File: config.mk
export PLATFORM = sky130hd
export DESIGN_NAME = fp_div_seq
export DESIGN_NICKNAME = d
export VERILOG_FILES = /design/src/rtl/fp_pkg.sv /design/src/rtl/fp_div_step.sv /design/src/rtl/fp_div_seq.sv
export SDC_FILE = /design/constraint.sdc
export NUM_CORES = 1
export LEC_CHECK = 0
export BUFFER_PORTS_ARGS = -buffer_cell sky130_fd_sc_hd__clkbuf_2
export CORE_UTILIZATION = 35
export DETAILED_ROUTE_END_ITERATION = 10
export PLACE_DENSITY_LB_ADDON = 0.1
export SETUP_SLACK_MARGIN = 0.5
export SLEW_MARGIN = 20
export SYNTH_ARGS = -nofsm -noshare
export SYNTH_HDL_FRONTEND = slang
export SYNTH_SLANG_ARGS = --single-unit
File: constraint.sdc
create_clock -name clk -period 12.2 [get_ports clk]
set_input_delay 1.83 -clock clk [delete_from_list [all_inputs] [get_ports clk]]
set_output_delay 1.83 -clock clk [all_outputs]
set_load 0.005 [all_outputs]
File: src/rtl/fp_pkg.sv
// Shared constants and FSM encoding for the single-precision FP datapath.
package fp_pkg;
  localparam int EXP_W    = 8;
  localparam int MAN_W    = 23;
  localparam int EXP_BIAS = 127;
  localparam int QBITS    = MAN_W + 2;

  localparam logic [31:0]      QNAN    = 32'h7FC00000;
  localparam logic [EXP_W-1:0] EXP_MAX = 8'hFF;

  typedef enum logic [2:0] {
    S_IDLE,
    S_UNPACK,
    S_DIVIDE,
    S_NORM,
    S_DONE
  } state_t;
endpackage

File: src/rtl/fp_div_step.sv
// One restoring-division iteration: conditional subtract of the divisor, then shift.
module fp_div_step
  import fp_pkg::*;
(
  input  logic [MAN_W+1:0] rem_in,
  input  logic [MAN_W:0]   divisor,
  output logic [MAN_W+1:0] rem_out,
  output logic             q_bit
);
  logic [MAN_W+1:0] divisor_ext;
  logic [MAN_W+1:0] diff;

  assign divisor_ext = {1'b0, divisor};
  assign q_bit       = (rem_in >= divisor_ext);
  assign diff        = rem_in - divisor_ext;
  assign rem_out     = (q_bit ? diff : rem_in) << 1;
endmodule

File: src/rtl/fp_div_seq.sv
// Iterative IEEE-754 single-precision divider, c = a / b, one quotient bit per clock.
module fp_div_seq
  import fp_pkg::*;
(
  input  logic        clk,
  input  logic        rst,
  input  logic        start,
  input  logic [31:0] a,
  input  logic [31:0] b,
  output logic        busy,
  output logic        done,
  output logic [31:0] c
);
  localparam int MW = MAN_W + 1;
  localparam int RW = MAN_W + 2;

  state_t               state;
  logic [31:0]          a_r, b_r;
  logic                 sign_r;
  logic [EXP_W-1:0]     ea_r, eb_r;
  logic [MW-1:0]        man_b_r;
  logic [RW-1:0]        rem_r, q_r;
  logic [4:0]           cnt_r;

  logic [RW-1:0]        rem_nxt;
  logic                 q_bit;

  logic [EXP_W-1:0]     ea, eb;
  logic [MAN_W-1:0]     fa, fb;
  logic                 sgn;
  logic                 a_nan, b_nan, a_inf, b_inf, a_zero, b_zero;
  logic                 spec_hit;
  logic [31:0]          spec_c;

  logic signed [9:0]    exp_n;
  logic [MAN_W-1:0]     frac_n;

  function automatic logic [31:0] pack_result(input logic s, input logic signed [9:0] e,
                                              input logic [MAN_W-1:0] f);
    if (e >= 10'sd255)
      return {s, EXP_MAX, {MAN_W{1'b0}}};
    else if (e <= 10'sd0)
      return {s, {EXP_W{1'b0}}, {MAN_W{1'b0}}};
    else
      return {s, e[EXP_W-1:0], f};
  endfunction

  fp_div_step u_step (
    .rem_in  (rem_r),
    .divisor (man_b_r),
    .rem_out (rem_nxt),
    .q_bit   (q_bit)
  );

  // Unpack and special-case classification of the registered operands
  always_comb begin
    ea     = a_r[30:23];
    eb     = b_r[30:23];
    fa     = a_r[22:0];
    fb     = b_r[22:0];
    sgn    = a_r[31] ^ b_r[31];
    a_nan  = (ea == EXP_MAX) && (fa != '0);
    b_nan  = (eb == EXP_MAX) && (fb != '0);
    a_inf  = (ea == EXP_MAX) && (fa == '0);
    b_inf  = (eb == EXP_MAX) && (fb == '0);
    a_zero = (ea == '0);
    b_zero = (eb == '0);

    spec_hit = 1'b1;
    spec_c   = QNAN;
    if (a_nan || b_nan)
      spec_c = QNAN;
    else if ((a_inf && b_inf) || (a_zero && b_zero))
      spec_c = QNAN;
    else if (a_inf || b_zero)
      spec_c = {sgn, EXP_MAX, {MAN_W{1'b0}}};
    else if (a_zero || b_inf)
      spec_c = {sgn, {EXP_W{1'b0}}, {MAN_W{1'b0}}};
    else
      spec_hit = 1'b0;
  end

  // Normalise: quotient lies in [0.5, 2); a leading 0 costs one exponent step
  always_comb begin
    exp_n = $signed({2'b00, ea_r}) - $signed({2'b00, eb_r}) + $signed(10'(EXP_BIAS));
    if (q_r[RW-1]) begin
      frac_n = q_r[RW-2:1];
    end else begin
      frac_n = q_r[RW-3:0];
      exp_n  = exp_n - 10'sd1;
    end
  end

  always_ff @(posedge clk or posedge rst) begin
    if (rst) begin
      state   <= S_IDLE;
      a_r     <= '0;
      b_r     <= '0;
      sign_r  <= 1'b0;
      ea_r    <= '0;
      eb_r    <= '0;
      man_b_r <= '0;
      rem_r   <= '0;
      q_r     <= '0;
      cnt_r   <= '0;
      c       <= '0;
      busy    <= 1'b0;
      done    <= 1'b0;
    end else begin
      done <= 1'b0;
      case (state)
        S_IDLE: begin
          // done high means this is the completion cycle, where start is ignored
          if (start && !done) begin
            a_r   <= a;
            b_r   <= b;
            busy  <= 1'b1;
            state <= S_UNPACK;
          end
        end
        S_UNPACK: begin
          sign_r  <= sgn;
          ea_r    <= ea;
          eb_r    <= eb;
          man_b_r <= {1'b1, fb};
          rem_r   <= {1'b0, 1'b1, fa};
          q_r     <= '0;
          cnt_r   <= '0;
          if (spec_hit) begin
            c     <= spec_c;
            state <= S_DONE;
          end else begin
            state <= S_DIVIDE;
          end
        end
        S_DIVIDE: begin
          rem_r <= rem_nxt;
          q_r   <= {q_r[RW-2:0], q_bit};
          cnt_r <= cnt_r + 5'd1;
          if (cnt_r == 5'(QBITS - 1))
            state <= S_NORM;
        end
        S_NORM: begin
          c     <= pack_result(sign_r, exp_n, frac_n);
          state <= S_DONE;
        end
        S_DONE: begin
          done  <= 1'b1;
          busy  <= 1'b0;
          state <= S_IDLE;
        end
        default: state <= S_IDLE;
      endcase
    end
  end
endmodule
# Yosys cells after proc, flatten, opt, wreduce, memory -nomap -nowiden

Cells that the tools add are included.

Register bits after elaboration: 197
Bits of input ports: 67
Output and inout port bits: 34
Logic and storage cells: 83

Add/sub/neg operators: 5
Magnitude comparators: 3
Equality and inequality tests: 10
Muxes and demuxes: 25
Bitwise operators: 1
Reductions and logical operators: 26

Operators by type and width:

| kind                                                                | count |
|---|---|
| two-way mux 32 bit                                                  | 5 |
| one-hot mux 25 bit (2 select lines)                                 | 2 |
| one-hot mux 32 bit (2 select lines)                                 | 1 |
| two-way mux 31 bit                                                  | 2 |
| zero test 23 bit                                                    | 2 |
| nonzero test 23 bit                                                 | 2 |
| greater-or-equal comparator 25 x 24 -> 1 bit                        | 1 |
| two-way mux 24 bit                                                  | 1 |
| subtractor 24 bit                                                   | 1 |
| two-way mux 23 bit                                                  | 1 |
| equality test 8 bit (second input constant)                         | 2 |
| zero test 8 bit                                                     | 2 |
| one-hot mux 3 bit (4 select lines)                                  | 1 |
| adder 9 x 8 -> 10 bit (second input constant)                       | 1 |
| greater-or-equal comparator 10 x 9 -> 1 bit (second input constant) | 1 |
| less-or-equal comparator 10 x 1 -> 1 bit (second input constant)    | 1 |
| two-way mux 10 bit                                                  | 1 |
| one-hot mux 5 bit (2 select lines)                                  | 1 |
| subtractor 10 x 2 -> 10 bit (second input constant)                 | 1 |
| two-way mux 3 bit                                                   | 3 |
| subtractor 8 x 8 -> 9 bit                                           | 1 |
| AND reduction 2 bit                                                 | 4 |
| logical AND 1 bit                                                   | 7 |
| equality test 3 x 2 -> 1 bit (second input constant)                | 2 |
| 12 further kinds                                                    | 24 |

# Depth between registers and ports, before layout

Gate-level depths: netlist of the first run.

Word-level depth: 9
Gate-level depth with buffers: 16

# Cells and area by module

From an unflattened synthesis of the first run, not the netlist that was laid out.

Cells, all modules: 1,065
Area, all modules: 10,616.4 um2

Modules (own cells, without submodules):

| module      | instances | cells an instance | area each (um2) | sequential area each (um2) |
|---|---|---|---|---|
| fp_div_seq  | 1         | 811               | 8,873.5         | 4,929.7 |
| fp_div_step | 1         | 254               | 1,742.9         | 0.0 |

# Worst setup path before layout of the first run

OpenSTA, ideal clock, no wires.

Path type: reg2reg
From: reg ea_r[0]
To: reg c[10]
Setup time: 74 ps
Arrival time: 3,776 ps
Data required time: 12,126 ps
Slack: 8,349 ps
Cell stages (with the launch flop): 16
Period minus slack after synthesis: 3,851 ps
Cells stage by stage: dfrtp_1 inv_1 ha_1 inv_1 fa_1 a211oi_4 nor4_2 nor4b_4 a21bo_2 or3_1 and2_1 xnor2_1 a311o_1 or3b_4 buf_6 o21ai_2

Cells in the longest elaborated chain, start to end: 8
Elaborated cells on any way between the ends: 9
Classes of those cells: 3 x add/sub; 2 x order compare; 4 x mux

Ends and longest elaborated chain:

| element                                  | line              | source |
|---|---|---|
| from (decl)                              | fp_div_seq.sv:20  | `logic [EXP_W-1:0] ea_r, eb_r;` |
| from (signal assigned)                   | fp_div_seq.sv:100 | `ea_r <= '0;` |
| from (signal assigned)                   | fp_div_seq.sv:123 | `ea_r <= ea;` |
| subtractor 8 x 8 -> 9 bit (*)            | fp_div_seq.sv:85  | `exp_n = $signed({2'b00, ea_r}) - $signed({2'b00, eb_r}) + $signed(10'(EXP_BIAS));` |
| adder 9 x 8 -> 10 bit (*)                | fp_div_seq.sv:85  |  |
| subtractor 10 x 2 -> 10 bit              | fp_div_seq.sv:90  | `exp_n = exp_n - 10'sd1;` |
| two-way mux 10 bit (*)                   | fp_div_seq.sv:86  | `if (q_r[RW-1]) begin` |
| less-or-equal comparator 10 x 1 -> 1 bit | fp_div_seq.sv:42  | `else if (e <= 10'sd0)` |
| two-way mux 31 bit                       | fp_div_seq.sv:42  |  |
| two-way mux 31 bit (*)                   | fp_div_seq.sv:40  | `if (e >= 10'sd255)` |
| one-hot mux 32 bit (2 select lines) (*)  | fp_div_seq.sv:111 | `case (state)` |
| to (signal assigned)                     | fp_div_seq.sv:130 | `c <= spec_c;` |
| to (signal assigned)                     | fp_div_seq.sv:144 | `c <= pack_result(sign_r, exp_n, frac_n);` |
| to (decl)                                | fp_div_seq.sv:12  | `output logic [31:0] c` |

Mark *: on every way between the ends. The rest lies on a longest branch, timed or not.
A chain may end at the register's enable or synchronous reset.

# Worst setup path after layout of the first run

From: reg ea_r[0]
To: reg c[22]

The elaborated chain is that of the path after synthesis.

==> impl_summary.md, run 1 <==
Run status
The flow ran to the end, and the final reports show no timing, DRC or antenna violations.

Worst setup path
The worst setup path is launched from a flip-flop. The top cell family by delay on the critical path is simple AND/OR/NAND/NOR gates. By instance count, the cell type seen most on the critical path is inv_1. The highest net fanout along the worst path is 23. The required time at the worst-slack endpoint is 12.56 ns. The slowest stage cell on the critical path is or3b_4.

The arrival time at the worst endpoint is about 4.6 ns. The path type of the worst setup path is flip-flop to flip-flop. Traced cell by cell, the critical path runs through inv_1 > ha_1 > inv_1 > fa_1 > a211oi_4 > nor4_2 > nor4b_4 > a21bo_2 > or3_1 > and2_1 > xnor2_1 > a311o_1 > or3b_4 > o21ai_0. The highest cell delay on the worst timing path is roughly 0.59 ns. The worst setup path is captured at a flip-flop.

The number of cells traversed by the worst register-to-register path is 14. The critical path contains buffers and inverters numbering 2 combined. Counting buffers and inverters, the worst setup path is 14 cells deep.

Synth
The cell area after technology mapping is 10300 sq um. Counting flops and latches in the post-synthesis netlist gives just under 200. Sorting the synthesized cells by how often they occur yields 197 x dfrtp_1, 172 x nand2_1, 65 x mux2_2, 63 x o21ai_0, 57 x inv_1. The number of distinct library cell variants in the gate-level netlist after synthesis is between 60 and 70. The count of synthesis-stage warnings from yosys is 0.

The cell taking the most area after synthesis is dfrtp_1. The most common cell in the synthesized netlist is dfrtp_1. Ranked by total cell area, the synthesized netlist is headed by dfrtp_1 48%, mux2_2 7.1%, nand2_1 6.2%, ha_1 4.4%, mux2i_1 3.6%. Counting flops with a built-in enable in the synthesized netlist gives 0. A synthesized cell averages 10.1 sq um. In the synthesized netlist the async set-or-reset flop fraction comes to 100%. Of the post-synthesis cell area, the dominant cell type holds a little under half. After synthesis, flip-flops and latches occupy between 40% and 50% of the total area. The post-synth net total is 1133.

For this run, the leading register cell type out of synthesis is dfrtp_1. The cell count after synthesis came out at between 1000 and 1500.

Timing
The slew at the pin with the worst max-slew slack is approximately 1.1 ns. In this run the tightest slew margin relative to its limit is 29.1%. Subtracting the final worst setup slack from the clock period gives 4.20 ns. Setup repair after global routing left no endpoint under its margin. The total count of max-transition violations in the final report is 0. The number of endpoints with negative hold slack in the final report was 0. The clock arrives with about 0.015 ns of skew. Setup violations remaining at the end of the flow were counted as 0.

Setup slack on the critical path of the routed design comes to between 8 and 9 ns. The setup TNS is 0 ns. The fraction of the cycle the final worst path needs is 34.4%. Across all hold checks on the routed design, the worst slack comes to 0.456 ns. Based on the critical path, the design can be clocked at up to between 0.2 and 0.25 GHz.

Layout
The finished cells cover around 12000 sq um. At the end of the flow, the number of nets in the layout was ~1200. The number of antenna diodes in the final layout is 0. Cells with a size suffix above 1 make up a little over a fifth of the layout. The filler cell count is a little under 3000. The final core utilization is between 40 and 50%. From synthesis to final layout, the design area changed by 14.9%. The final non-filler cell total is 1510.

Global routing
Global routing finished with a remaining overflow of 0. The first global-routing pass estimated roughly 42000 um of wire. Entering global routing, the biggest net connects approximately 140 pins. The number of global-route vias before repair is a little under 8000. The aggregate global-route resource usage is between 15 and 20%. The number of antenna violations at the first check in global routing is 0.

Placement
Once placement completed, the tool counted placed cells totaling roughly 1500. Input and output buffers added on the ports amount to 100. Detailed placement finished with a half-perimeter wire length of roughly 17000 um.

The placed cell area is about 11000 sq um. Routability-driven placement finished with a final weighted congestion of 0.815. Prior to clock tree synthesis, the placed netlist has a worst setup slack of ~8 ns.

Die
The area of the die is roughly 30000 sq um. The area of the core is 28900 sq um. The floorplan has 62 rows. Measured along the x axis, the die boundary spans 174 um. Pin placement for this block handled about 100 I/O pins. The initial utilization of the core area, before any placement, comes to around 36%. The vertical die dimension is about 170 um.

Power and ir drop
Summed over all nets, the switching power comes to between 1.5 and 2 mW. The total design power is 3.89 mW. The worst IR drop on VDD is between 0.0001 and 0.00015 V. The internal power is 2.12 mW. For this design the ratio of total power to cell area is between 300 and 400 nW/um^2.

The share of total power dissipated in the clock network is 15.2%. The total leakage power is roughly 5.4 nW. The power share of the sequential group is between 20 and 30%. In this run switching power makes up approximately 45% of total power. The share of total power dissipated in combinational logic is a little under three fifths.

Route
Once detail routing completed, the nets flagged for antenna violations numbered 0. The detailed-route DRC error count is 0. The final routed wirelength across all metal layers is 25000 um. The overall via count from detail_route is about 7800. The first detailed-routing pass took 5 iterations. The via count normalized by instance count is 5.14. In this run, the number of DRC markers left after iteration 0 of detailed routing was 395. The final routed wire length divided by cell count is roughly 17 um.

Clock network
The number of setup buffers added after CTS is 0. The clock latency on the worst-skew pair is around 0.44 ns. The clock tree from TritonCTS is built. Clock-pin slew was measured on the worst setup and hold paths at 0.08 ns. The number of sinks on the clock net is 197. The number of levels in the clock H-tree is 4. Buffers inserted during clock tree synthesis total 17.

The buffer levels on the longest clock path is 2. The number of instances resized during post-cts repair is 0. Hold repair after CTS inserted 0 buffers. The tree is rooted in a clkbuf_16.

Worst hold path
The worst min-delay path class is flip-flop to flip-flop. The worst hold path stage count is 2.

Run
Max-cap violations in this run came to 0.
==> path summary, 6_finish.rpt <==
kind / start / endpoint / slack [ns]
hold reg to reg: man_b_r[23] / man_b_r[23] / 0.46
setup / recovery: ea_r[0] / c[22] / 8.00
min in group asynchronous: rst / c[9] / 1.41
setup reg to reg: ea_r[0] / c[22] / 8.00
max in group asynchronous: rst / sign_r / 9.24
hold / removal: man_b_r[23] / man_b_r[23] / 0.46
==> area by class of cell <==
| class | instances | area, sq um | area share (%) |
|---|---|---|---|
| Timing Repair Buffer | 110 | 596 | 5.01 |
| Clock inverter | 15 | 195 | 1.64 |
| Tap cell | 384 | 480 | 4.04 |
| Inverter | 57 | 221 | 1.86 |
| Multi-Input combinational cell | 730 | 5040 | 42.4 |
| Clock buffer | 17 | 425 | 3.58 |
| Sequential cell | 197 | 4930 | 41.5 |
==> layout by cell type, fill, tap and decap left out, types with 11 or more instances in the layout <==
| cell type | instances |
|---|---|
| and3_1 | 24 |
| nand3_1 | 14 |
| a21o_1 | 17 |
| xor2_1 | 14 |
| clkbuf_16 | 17 |
| nor3_1 | 14 |
| xnor2_1 | 19 |
| nor4_1 | 15 |
| mux2_2 | 65 |
| o21ai_2 | 21 |
| clkbuf_2 | 100 |
| a22o_1 | 28 |
| nor2_1 | 30 |
| dfrtp_1 | 197 |
| ha_1 | 36 |
| a31oi_1 | 13 |
| o21ai_0 | 63 |
| mux2i_1 | 37 |
| inv_1 | 56 |
| nand2_1 | 171 |
| a21oi_1 | 37 |
| nand4_1 | 11 |
==> power groups by stage <==
stage / clock (mW) / sequential [mW] / combinational, mW
2_1_floorplan: 0 / 1.07 / 1.72
3_3_place_gp: 0 / 1.14 / 2.16
3_5_place_dp: 0 / 1.15 / 2.17
4_1_cts: 0.612 / 1.14 / 2.19
5_1_grt: 0.638 / 1.17 / 2.44
6_report: 0.592 / 1.13 / 2.17
==> layer usage <==
metal  global-route usage [%]  part of all wire, %  vias up
li1                         -                    -     3824
met1                     22.6                   46     3801
met2                     29.8                   50      113
met3                     3.13                  2.6       17
met4                     3.98                 0.97        0
met5                        0                    0        -
==> flip-flops by register name, indices dropped and copies added (netlist names), 3 cells and up <==
name	flops
a_r	32
b_r	32
c	32
cnt_r	5
ea_r	8
eb_r	8
man_b_r	24
q_r	25
rem_r	25
state	3
==> cell families (layout without fill, tap and decap cells) <==
kind of cell,after synthesis,after routing,synth area share (%)
AO/OA/AOI/OAI,235,235,15.6
adder cells (fa/ha/maj),38,38,4.74
AND/OR/NAND/NOR,322,322,14.7
buffers and inverters,101,199,3.82
multiplexers,102,102,10.7
flip-flops,197,197,47.6
XOR/XNOR,33,33,2.79
==> worst min-delay path, delay by kind of cell (launching register included) <==
| kind | cells | cell delay, ns |
|---|---|---|
| AND/OR/NAND/NOR | 1 | 0.05 |
| flip-flops | 1 | 0.33 |
| buffers and inverters | 1 | 0.05 |
Power figures use the tool's default switching activity.
==> inputs of run 2 (changes only) <==
- clock period: 12.2 -> 3.6 ns (I/O delays scaled with it)
==> run 2 against run 1 <==
Effect of this change: final cell count rose by 2.9%; wire length rose by 1.7%; core utilization rose by 2.3 points; sequential share of layout area fell by 2.1 points; clock power rose to 3.3 times the previous value; fmax rose by 13%; combinational power rose to 4.1 times the previous value; sequential power rose to 3.4 times the previous value; the run now ends with setup timing left.
==> impl_summary.md, run 2 (synthesized netlist as in run 1, its figures left out) <==
Run status
The run finished, with violations left. The final reports fail on setup timing.

Worst setup path
The worst setup slack for register-to-register paths is -0.10 ns. The required time at the worst-slack endpoint is a little under 4 ns. The path type of the worst setup path is flip-flop to flip-flop. The highest cell delay on the worst timing path is around 0.44 ns. For the worst flop-to-flop path, the logic depth is 15. The top cell family by delay on the critical path is simple AND/OR/NAND/NOR gates. The capture instance of the worst register-to-register path is c[9]. The arrival time at the worst endpoint is 4.08 ns. The highest net fanout along the worst path is 11. The category of the worst setup path launch point is a flip-flop. The slowest stage cell on the critical path is or3b_4.

The buffer and inverter count on the worst path is 3. The startpoint of the worst-slack reg-to-reg timing path is ea_r[0]. In this design, the critical path's most frequently occurring cell is inv_2. Traced cell by cell, the critical path runs through inv_2 > ha_4 > inv_2 > fa_2 > a211oi_4 > nor4_4 > nor4b_4 > a21bo_2 > or3_4 > and2_4 > xnor2_1 > a311o_1 > or3b_4 > buf_12 > o21ai_2. The worst setup path is captured at a flip-flop.

Layout
The synthesis-to-layout area growth is 21.2%. The final-stage net count is 1262. The most frequent standard cell in the layout excluding fill and tap cells is dfrtp_1. The largest registers in the layout are a_r: 32 flops, b_r: 32 flops, c: 32 flops. After routing the design area is 12500 sq um. Leaving out fill and tap cells, the most frequent cells in the layout are 197 x dfrtp_1, 171 x nand2_1, 100 x clkbuf_2. The share of final-layout standard cells stronger than drive strength 1 is between 20% and 30%.

The count of cells in the finished layout, fillers not included, comes to roughly 1600. The filler cell count is between 2000 and 3000. 0 antenna diodes ended up in the layout.

Clock network
The clock latency on the worst-skew pair is ~0.45 ns. No sink is reached through more buffers than the 2 on the longest clock path. The number of sinks on the clock net is about 200. The number of levels in the clock H-tree is 4. After clock tree synthesis, the clock-pin slew on the worst setup and hold paths is around 0.08 ns. The number of hold buffers added after cts is 0.

The clock buffer count from CTS is 17. The clock tree root driver cell is clkbuf_16. TritonCTS built the clock tree.

Timing
The top achievable clock speed is ~0.27 GHz. The clock arrives with approximately 0.014 ns of skew. The slew at the pin with the worst max-slew slack is 1.03 ns. Measured against its own limit, the worst slew margin works out to between 30% and 40%. The total count of max-transition violations in the final report is 0.

Adding up every negative setup slack in the final design gives -1.92 ns. Counting I/O delays and the setup requirement, the final critical path takes 3.70 ns. The final worst slack is -0.105 ns. Setup repair after global routing could not meet its margin everywhere. The fraction of the cycle the final worst path needs is 103%. The number of endpoints with negative hold slack in the final report is 0. Setup violations remaining at the end of the flow were counted as 25. The worst slack on hold paths is 0.218 ns.

Route
The first detailed-routing pass took 4 iterations. The via count normalized by instance count is just over 5. The number of DRC markers after the initial detailed-route iteration is around 410. Across all layers, the routed design uses roughly 8000 vias. The number of nets with antenna violations after detailed routing is 0. After detailed routing, the average wire length per cell comes to approximately 16 um. Summed over all layers, the routed wires come to 25400 um. In the routed design, unresolved DRC markers number 0.

Global routing
The number of global-route vias before repair was 7810. Global routing consumed, on the met1 layer, a little under a quarter of the routing resources. Entering global routing, the biggest net connects 96 pins. For this run, global-route usage on met2 was measured as between 20 and 30%. The most used routing layer in global routing is met2. The aggregate global-route resource usage is about 17%. The global-route wire length before repair is between 40000 and 50000 um. Global routing used between 2 and 3% of the available met3 tracks.

The total congestion overflow is 0. The number of antenna violations at the first check in global routing is 0.

Power and ir drop
The worst IR drop on VDD is 0.000435 V. Dividing total power by cell area gives a power density of between 1000 and 1500 nW/um^2. For this design the static power due to leakage is about 5.7 nW.

Placement
The estimated wirelength of the detail-placed design is around 18000 um. The number of instances in the placed design is 1507. The placed cell area is about 12000 sq um. The placer's final routability congestion estimate is about 0.86. Port buffering added 100 buffers.

Die
In this run the vertical extent of the chip is 174 um. The initial core utilization is 35.9%. The area of the die is 30300 sq um. The row count is 62. The region available for standard cell placement spans 28900 sq um. approximately 100 I/O pins were placed. From left edge to right edge, the die measures 174 um.

Worst hold path
The min-delay analysis places its worst path in the category primary input to async pin.

Run
Across the run, the number of max-cap violations was 0.
[run 2: worst max-delay path by stage]
stage	to	cells after the start	slack (ns)	start
after floorplan	c[10]	15	0.003	ea_r[0]
after global placement	c[10]	16	-0.07	ea_r[0]
after detailed placement	c[2]	15	-0.13	ea_r[0]
after CTS	c[9]	15	-0.08	ea_r[0]
after global routing	c[9]	15	-0.25	ea_r[0]
final	c[9]	15	-0.10	ea_r[0]
[run 2: stage by stage]
stage | utilization, % | setup slack [ns] | power [mW]
after global routing | 43.5 | -0.246 | 15.8
after detailed placement | 40.0 | -0.127 | 11.9
after floorplan | - | 0.00291 | 9.53
final | 43.5 | -0.105 | 14.6
after CTS | 42.7 | -0.0839 | 14.3
after global placement | 40.0 | -0.0731 | 11.8
[run 2: final cells by class]
class / instances / area [sq um] / share of cell area, %
Sequential cell: 197 / 4930 / 39.3
Timing Repair Buffer: 154 / 983 / 7.84
Inverter: 57 / 218 / 1.74
Clock inverter: 15 / 180 / 1.44
Multi-Input combinational cell: 730 / 5320 / 42.4
Clock buffer: 17 / 425 / 3.39
Tap cell: 384 / 480 / 3.83
[run 2: timing repair]
| item | CTS | global route |
|---|---|---|
| pin swaps | 12 | 19 |
| resized for setup | 29 | 34 |
| setup endpoints to repair | 56 | 56 |
| buffers inserted | 7 | 8 |
| endpoints found under the hold margin | 0 | 0 |
[run 2: per-layer routing]
| layer | vias up | part of all wire, % |
|---|---|---|
| met3 | 35 | 2.6 |
| met2 | 109 | 49 |
| met4 | 0 | 2.3 |
| met5 | - | 0 |
| met1 | 3791 | 46 |
| li1 | 3904 | - |
[run 2: where the power goes]
group / leakage (nW) / internal, mW / switching (mW)
combinational: 2.92 / 3.99 / 4.81
clock: 0.289 / 0.944 / 1.02
sequential: 2.45 / 3.13 / 0.705
total: 5.66 / 8.06 / 6.54
==> inputs of run 3 (changes only) <==
--- a/config.mk
+++ b/config.mk
@@ -10,4 +10,5 @@
 export DETAILED_ROUTE_END_ITERATION = 10
 export PLACE_DENSITY_LB_ADDON = 0.1
+export REMOVE_ABC_BUFFERS = 1
 export SETUP_SLACK_MARGIN = 0.5
 export SLEW_MARGIN = 20
==> constraint.sdc (replaced) <==
create_clock -name clk -period 3.6 [get_ports clk]
set_input_delay 0.54 -clock clk [delete_from_list [all_inputs] [get_ports clk]]
set_output_delay 0.54 -clock clk [all_outputs]
set_load 0.01 [all_outputs]
==> run 3 against run 2 <==
Effect of this change: the flow still finishes with violations (setup timing); critical path depth grew 2; wire length rose by 0.22%; worst setup slack lost 0.16 ns; critical endpoint is now c[15]; largest power group unchanged.
==> impl_summary.md, run 3 (synthesized netlist as in run 1, its figures left out) <==
Run status
The run finished, with violations left. The final reports fail on setup timing.

Layout
The library cells used most frequently in the layout, excluding fill and tap cells, are 197 x dfrtp_1, 171 x nand2_1, 100 x clkbuf_2. The final antenna diode count is 0. The share of final-layout standard cells stronger than drive strength 1 is 28.8%. Leaving out fill and tap cells, the most frequent cell in the layout is dfrtp_1. The final-stage net count is around 1300. The largest registers in the layout are a_r: 32 flops, b_r: 32 flops, c: 32 flops. Relative to the synthesized area, the layout overhead comes to 22.6%.

With fillers left out, the area of the finished cells amounts to 12700 sq um.

Global routing
The total overflow left after global routing is 0. In the global route stage, overall resource usage came out at 17.5%. The number of antenna violations at the first check in global routing is 1.

The largest net degree at the start of global routing is between 100 and 150. The number of global-route vias before repair was 8092. The first global-routing pass estimated between 40000 and 50000 um of wire.

Timing
The final worst slack is -0.261 ns. The final critical-path required period is 3.86 ns. Headroom to the max-slew limit came out at between 30 and 40%. The number of endpoints with negative hold slack in the final report is 0.

Static timing analysis puts the maximum clock frequency at 0.259 GHz. The setup TNS is -5.55 ns. The total of endpoints with negative setup slack in the final report is 26.

The fraction of the cycle the final worst path needs is 107%. For the final database, setup skew stands at just over 0.01 ns. The slew at the pin with the worst max-slew slack is 1.01 ns. The total count of max-transition violations in the final report is 0. Setup repair after global routing could not meet its margin everywhere.

Clock network
TritonCTS built the clock tree. The number of hold buffers added after cts is 0. In this run the clock root is driven by a clkbuf_16. The number of clock buffers added by TritonCTS is 17. Clock tree synthesis found a total of between 150 and 200 sinks.

The CTS clock-pin slew for the worst setup and hold paths is ~0.080 ns. For the worst-skew pair, the clock arrives at the later sink with an insertion delay of between 0.4 and 0.5 ns. The buffer levels on the longest clock path is 2. The number of levels in the clock H-tree is 4.

Die
Measured along the y axis, the die boundary spans roughly 170 um. Measured along the x axis, the die boundary spans roughly 170 um. The initial core utilization is 35.9%. The area of the core is between 20000 and 30000 sq um. The area of the die is between 30000 and 40000 sq um.

Pin placement for this block handled a little over 100 I/O pins. The row count is 62.

Worst setup path
The top cell family by delay on the critical path is compound AO/OA/AOI/OAI gates. Of all nets on the critical path, the largest fanout is 5. The capture point of the critical path is c[15]. Counting both buffers and inverters, the worst setup path holds a total of 5. The worst setup slack for register-to-register paths is -0.26 ns. The timing startpoint of the critical path is ea_r[0]. The number of cells traversed by the worst register-to-register path is 17. The required time at the worst-slack endpoint is 3.98 ns. The largest single stage delay on the critical path is between 0.4 and 0.5 ns. The arrival time at the worst endpoint is between 4 and 5 ns. In this run the critical register-to-register path is launched from ea_r[0]. The endpoint identified for the worst register-to-register timing path is c[15]. The category of the worst setup path launch point is a flip-flop. The signal on the critical path passes through inv_2 > ha_4 > inv_2 > fa_2 > a211oi_4 > o21ai_1 > nor4b_4 > buf_4 > and4_1 > o211ai_1 > a21boi_4 > xnor2_1 > a311o_1 > or3b_4 > buf_12 > buf_12 > o21ai_2. The element type at the critical path end is a flip-flop. The critical path is of the flip-flop to flip-flop type. The number of gates on the worst path with buffers counted is 17. The slowest stage of the critical path belongs to the cell or3b_4.

Power and ir drop
In this run the static leakage power is about 5.8 nW. Across the VDD grid, the largest voltage drop is between 0.0005 and 0.0006 V. The total design power is between 15 and 20 mW. The cell area power density is about 1200 nW/um^2.

Route
The number of search-and-repair iterations in the first detailed-routing pass is 4. In the final routed layout, each cell accounts on average for 16.3 um. The overall via count from detail_route is about 8000. The number of DRC markers after the initial detailed-route iteration is around 350. The number of nets with antenna violations after detailed routing is 0. After detailed routing, the number of remaining DRC violations is 0. The via count normalized by instance count is 5.07. The final routed wirelength across all metal layers is between 20000 and 30000 um.

Run
The total of max-cap violations is 0.

Placement
Routability-driven placement finished with a final weighted congestion of 0.836. The estimated wirelength of the detail-placed design is between 15000 and 20000 um. The placed cell area is 11600 sq um. The count of input and output buffers is 100.

Worst hold path
The worst min-delay path class is primary input to async pin.
## run 3: power by group
| part | total [mW] | leakage (nW) | internal, mW | switching (mW) |
|---|---|---|---|---|
| clock | 1.94 | 0.289 | 0.952 | 0.988 |
| sequential | 3.83 | 2.45 | 3.13 | 0.695 |
| combinational | 9.27 | 3.03 | 4.34 | 4.93 |
| total | 15.0 | 5.77 | 8.43 | 6.61 |
## run 3: final cells by class
cell class | count | area, sq um
clock inverters | 14 | 155
clock buffers | 18 | 439
flip-flops and latches | 197 | 4930
multi-input cells | 731 | 5300
inverters | 57 | 221
fillers | 2883 | 16200
well taps | 384 | 480
repair buffers | 166 | 1160
## run 3: stage by stage
step / utilization (%) / hold WS [ns] / instances / setup WS, ns
global placement: 40.1 / 0.434 / 1515 / -0.295
detailed placement: 40.1 / 0.443 / 1515 / -0.346
global route: 44.0 / 0.271 / 1567 / -0.461
CTS: 43.4 / 0.255 / 1562 / -0.189
floorplan: - / 0.418 / 984 / -2.31
finish: 44.0 / 0.200 / 1567 / -0.261
## run 3: layer usage
layer,up-vias,global-route usage [%],wire (um)
met4,2,4.50,272
met2,103,30.3,12900
met1,3897,22.6,11500
li1,3928,-,-
met3,21,3.17,791
met5,-,0,13
## run 3: worst min-delay path by stage
stage                 from          end  slack, ns  depth (start not counted)
2_1_floorplan  man_b_r[23]  man_b_r[23]       0.42                          2
3_3_place_gp   man_b_r[23]  man_b_r[23]       0.43                          2
3_5_place_dp   man_b_r[23]  man_b_r[23]       0.44                          2
4_1_cts                rst        c[11]       0.26                          2
5_1_grt                rst        c[11]       0.27                          2
6_report               rst        c[11]       0.20                          2
## run 3: repair_timing
item / 4_1_cts / 5_1_grt
gates cloned: 4 / 0
pin swaps: 40 / 15
buffers inserted: 11 / 5
resized for setup: 43 / 27
setup endpoints to repair: 54 / 49
